<file path="config.mk">
export PLATFORM = sky130hd
export DESIGN_NAME = gray_seg_scan_ctrl
export DESIGN_NICKNAME = d
export VERILOG_FILES = /design/src/rtl/gray_seg_scan_ctrl.sv
export SDC_FILE = /design/constraint.sdc
export NUM_CORES = 1
export LEC_CHECK = 0
export ABC_CLOCK_PERIOD_IN_PS = 2920
export CAP_MARGIN = 0
export CORE_MARGIN = 5
export CORE_UTILIZATION = 45
export CTS_CLUSTER_SIZE = 28
export DETAILED_ROUTE_END_ITERATION = 8
export PLACE_DENSITY_LB_ADDON = 0.1
export SETUP_SLACK_MARGIN = 0.1
export SLEW_MARGIN = 20
export SYNTH_ARGS = -nofsm -noshare
export SYNTH_HDL_FRONTEND = slang
export SYNTH_SLANG_ARGS = --single-unit
</file>
<file path="constraint.sdc">
create_clock -name clk -period 2.92 [get_ports clk]
set_clock_uncertainty 0.2 [all_clocks]
set_input_delay 0.438 -clock clk [delete_from_list [all_inputs] [get_ports clk]]
set_output_delay 0.438 -clock clk [all_outputs]
set_load 0.02 [all_outputs]
</file>
<file path="src/rtl/gray_seg_scan_ctrl.sv">
// Scan controller for a multiplexed octal 7-segment display. Each digit gets a PRESCALE-cycle
// slot: BLANK dead cycles, then lit. The stored 3-bit Gray values feed one shared converter.
module gray_seg_scan_ctrl #(
  parameter int NUM_DIGITS = 4,
  parameter int DW         = $clog2(NUM_DIGITS),
  parameter int PRESCALE   = 8,
  parameter int BLANK      = 2
) (
  input  logic                  clk,
  input  logic                  rst_n,
  input  logic                  en,
  input  logic                  wr_valid,
  input  logic [DW-1:0]         wr_digit,
  input  logic [2:0]            wr_g,
  output logic                  wr_ready,
  output logic [2:0]            g_out,
  output logic [NUM_DIGITS-1:0] dig_en,
  output logic                  blank,
  output logic                  frame_done
);

  localparam int CW = $clog2(PRESCALE);
  localparam logic [CW-1:0] CNT_LAST   = CW'(PRESCALE - 1);
  localparam logic [CW-1:0] BLANK_LAST = CW'((BLANK > 0) ? BLANK - 1 : 0);
  localparam logic [DW-1:0] CUR_LAST   = DW'(NUM_DIGITS - 1);

  typedef enum logic [1:0] {ST_IDLE, ST_BLANK, ST_SHOW} state_e;

  // With no dead-time a slot opens directly in SHOW.
  localparam state_e SLOT_START = (BLANK == 0) ? ST_SHOW : ST_BLANK;

  state_e                      state_q, state_d;
  logic [CW-1:0]               cnt_q, cnt_d;
  logic [DW-1:0]               cur_q, cur_d;
  logic [NUM_DIGITS-1:0][2:0]  digit_q, digit_d;
  logic [2:0]                  g_out_q, g_out_d;
  logic [NUM_DIGITS-1:0]       dig_en_q, dig_en_d;
  logic                        blank_q, blank_d;
  logic                        frame_done_q, frame_done_d;
  logic                        slot_end;

  // The lit digit's register is frozen so the displayed value cannot tear.
  assign wr_ready = !((state_q == ST_SHOW) && (wr_digit == cur_q));
  assign slot_end = (state_q == ST_SHOW) && (cnt_q == CNT_LAST);

  always_comb begin
    state_d      = state_q;
    cnt_d        = cnt_q;
    cur_d        = cur_q;
    digit_d      = digit_q;
    frame_done_d = 1'b0;

    case (state_q)
      ST_IDLE: begin
        if (en) begin
          state_d = SLOT_START;
          cnt_d   = '0;
          cur_d   = '0;
        end
      end
      ST_BLANK: begin
        cnt_d = cnt_q + 1'b1;
        if (cnt_q == BLANK_LAST) state_d = ST_SHOW;
      end
      ST_SHOW: begin
        if (slot_end) begin
          cnt_d        = '0;
          frame_done_d = (cur_q == CUR_LAST);
          if (en) begin
            state_d = SLOT_START;
            cur_d   = (cur_q == CUR_LAST) ? '0 : cur_q + 1'b1;
          end else begin
            state_d = ST_IDLE;
            cur_d   = '0;
          end
        end else begin
          cnt_d = cnt_q + 1'b1;
        end
      end
      default: state_d = ST_IDLE;
    endcase

    // Out-of-range indices match no register and are silently dropped.
    if (wr_valid && wr_ready) begin
      for (int i = 0; i < NUM_DIGITS; i++)
        if (wr_digit == DW'(i)) digit_d[i] = wr_g;
    end

    g_out_d  = '0;
    dig_en_d = '0;
    blank_d  = (state_d != ST_SHOW);
    for (int i = 0; i < NUM_DIGITS; i++) begin
      if (cur_d == DW'(i)) begin
        if (state_d != ST_IDLE) g_out_d = digit_d[i];
        dig_en_d[i] = (state_d == ST_SHOW);
      end
    end
  end

  always_ff @(posedge clk) begin
    if (!rst_n) begin
      state_q      <= ST_IDLE;
      cnt_q        <= '0;
      cur_q        <= '0;
      digit_q      <= '0;
      g_out_q      <= '0;
      dig_en_q     <= '0;
      blank_q      <= 1'b1;
      frame_done_q <= 1'b0;
    end else begin
      state_q      <= state_d;
      cnt_q        <= cnt_d;
      cur_q        <= cur_d;
      digit_q      <= digit_d;
      g_out_q      <= g_out_d;
      dig_en_q     <= dig_en_d;
      blank_q      <= blank_d;
      frame_done_q <= frame_done_d;
    end
  end

  assign g_out      = g_out_q;
  assign dig_en     = dig_en_q;
  assign blank      = blank_q;
  assign frame_done = frame_done_q;

endmodule

</file>
==> metrics.cfg, run 1 <==
[clock_tree]
cts_buffers = 3
clk_path_buf_depth = 2
cts_sinks = 28
clkTransAtPathRegs_ns = 0.15
post_cts_buffers = 0
clockRootBuffer = clkbuf_4
cts_hold_buf = 0
cts-htree-levels = 1
cts_tree = done
clock_latency_ns = 0.32

[synth]
yosysMostFrequentCell = dfxtp_1
synthTopCellsByArea = dfxtp_1 37%, ha_1 7.5%, mux2i_1 6.6%, nor2b_1 6.2%, nand2_1 3.7%
synth-seq-cells = 28
synthArstFlopShare_pct = 0
synth_edf_count = 0
synthCells = 161
yosysSeqAreaShare_pct = 37.2
synth_area_per_cell_um2 = 9.36
netlist_area_um2 = 1510
synth_common_cells = 28 x dfxtp_1, 15 x nand2_1, 15 x nor2b_1
synthDistinctLibCells = 44
synth_top_area_cell = dfxtp_1
yosysTopAreaCellShare_pct = 37.2
synthFlopType = dfxtp_1
yosys_warnings = 0
syn_nets = 179

[global_routing]
grt_overflow = 0
antenna_found_initial = 0
grt_pass1_wl_um = 5740
grt_pass1_vias = 1196
grt_max_degree = 19
track_usage_pct = 16.6

[hold_path]
hold_path.class = flop to flop
hold_path_depth = 2

[die]
die_h_um = 67.9
die-area_um2 = 4600
die_w_um = 67.9
core_area_um2 = 3280
num_io_pins = 19
floorplan.initialDensity_pct = 45.9
std_cell_rows = 21

[timing]
final_hold_viol_count = 0
tightest_slew_ns = 0.445
drv_slew = 0
tns_ns = 0
rsz0062_at_grt = no
period_minus_slack_ns = 2.57
setup_viol = 0
fin_crit_sh_pct = 88.0
slew_headroom_pct = 70.0
fmax_mhz = 389

[detailed_routing]
ant_nets = 0
drt_iter0_drc = 105
drcViolationCount = 0
routed_via_density = 5.35
wirelength_um = 3370
wl_per_cell_um = 14.8
firstDrtPassIters = 4
vias = 1214

[placed_design]
place_congestion = 0.914
portBuffers = 18
dp_hpwl_um = 2480

[critical_path]
arrival_ns = 2.61
critPathKind = flop to flop
worstSetupStartpointType = flop
reg2reg_depth = 9
worstPathMaxFanout = 13
ff2ff_setup_slack_ns = 0.35
required_ns = 2.96
crit_path_end_kind = flop

[power]
powerDensity_nw_per_um2 = 406
total_leakage_power_uw = 0.000669
p_total_uw = 733
irDropWorstVdd_v = 0.000188

[final_layout]
diodes = 0
layout.nets = 200
syn_to_final_growth_pct = 19.8
drive_gt1_share_pct = 11.6

[run_status]
outcome = finished, final reports clean

[run]
drv_cap = 0

stage by stage:
stage	cells	setup WS [ns]	area, um2	hold slack, ns	utilization [%]
finish	227	0.350	1800	0.276	54.9
global placement	223	0.341	1750	0.254	53.3
CTS	227	0.231	1800	0.280	54.9
detailed placement	223	0.234	1750	0.261	53.3
floorplan	161	0.691	1510	0.239	-
global route	227	0.164	1800	0.307	54.9
critical path: stages (launching register included):
cell and delay [ns]:
dfxtp_1 0.48, inv_1 0.10, ha_2 0.29, mux2i_1 0.29, a221oi_2 0.12, buf_4 0.19, or3_1 0.37, o311ai_2 0.11
o22ai_1 0.14, o22a_1 0.19
layout make-up:
| class | count | area (um2) |
|---|---|---|
| fill | 304 | 1480 |
| multi-input combinational | 118 | 886 |
| sequential | 28 | 561 |
| timing repair buffer | 23 | 218 |
| tap | 46 | 57.6 |
| clock inverter | 1 | 30.0 |
| inverter | 8 | 30.0 |
| clock buffer | 3 | 22.5 |
cell usage in the layout (no fill, tap or decap), types with 3 or more instances in the layout:
cell type / count
nand3_1: 3
clkdlybuf4s50_1: 18
dfxtp_1: 28
a21oi_1: 5
ha_1: 8
nand2_1: 15
inv_1: 8
mux2i_1: 10
nor2_1: 4
nor2b_1: 15
buf_4: 5
nor3_1: 8
and2_1: 4
or3_1: 3
clkbuf_4: 3
a21boi_0: 4
sequential cells by signal, summed over array words and instances (netlist names):
signal / count
blank: 1
digit_q: 12
state_q: 2
cur_q: 2
cnt_q: 3
g_out: 3
frame_done: 1
dig_en: 4
worst paths after layout:
check                   startpoint                    end
max reg2reg  state_q[0]$_SDFF_PN0_    g_out[2]$_SDFF_PN0_
min reg2reg  digit_q[0]$_SDFF_PN0_  digit_q[0]$_SDFF_PN0_
min          digit_q[0]$_SDFF_PN0_  digit_q[0]$_SDFF_PN0_
max          state_q[0]$_SDFF_PN0_    g_out[2]$_SDFF_PN0_
routing by layer:
metal,GRT usage (%),routed length [um]
met5,0,0
met3,2.63,133
met4,4.71,29
met2,26.0,1560
met1,23.5,1650
timing repair:
action	4_1_cts	5_1_grt
endpoints found under the hold margin	0	0
resized for setup	0	1
setup endpoints to repair	0	2
report_power, final:
group	internal (uW)	switching, uW	total, uW
clock	139	113	251
sequential	391	5.94	397
combinational	39.9	44.7	84.6
total	570	163	733
kinds of logic (layout without fill, tap and decap cells):
group                      after synthesis  after routing  synth area share (%)
AOI/OAI and AO/OA                       32             32                  18.5
xor gates and xnor gates                 2              2                  1.16
adders and majority gates                9              9                  7.48
buffers and inverters                   15             35                  4.15
DFF                                     28             28                  37.2
muxes                                   10             10                  6.64
and+or+nand+nor                         65             65                  24.8
Power figures use the tool's default switching activity.
==> run 2, diff against run 1 <==
CTS_CLUSTER_DIAMETER = 40   (was not set)
==> results of run 2 <==
The final DEF is identical to that of run 1; final timing and power are the same.
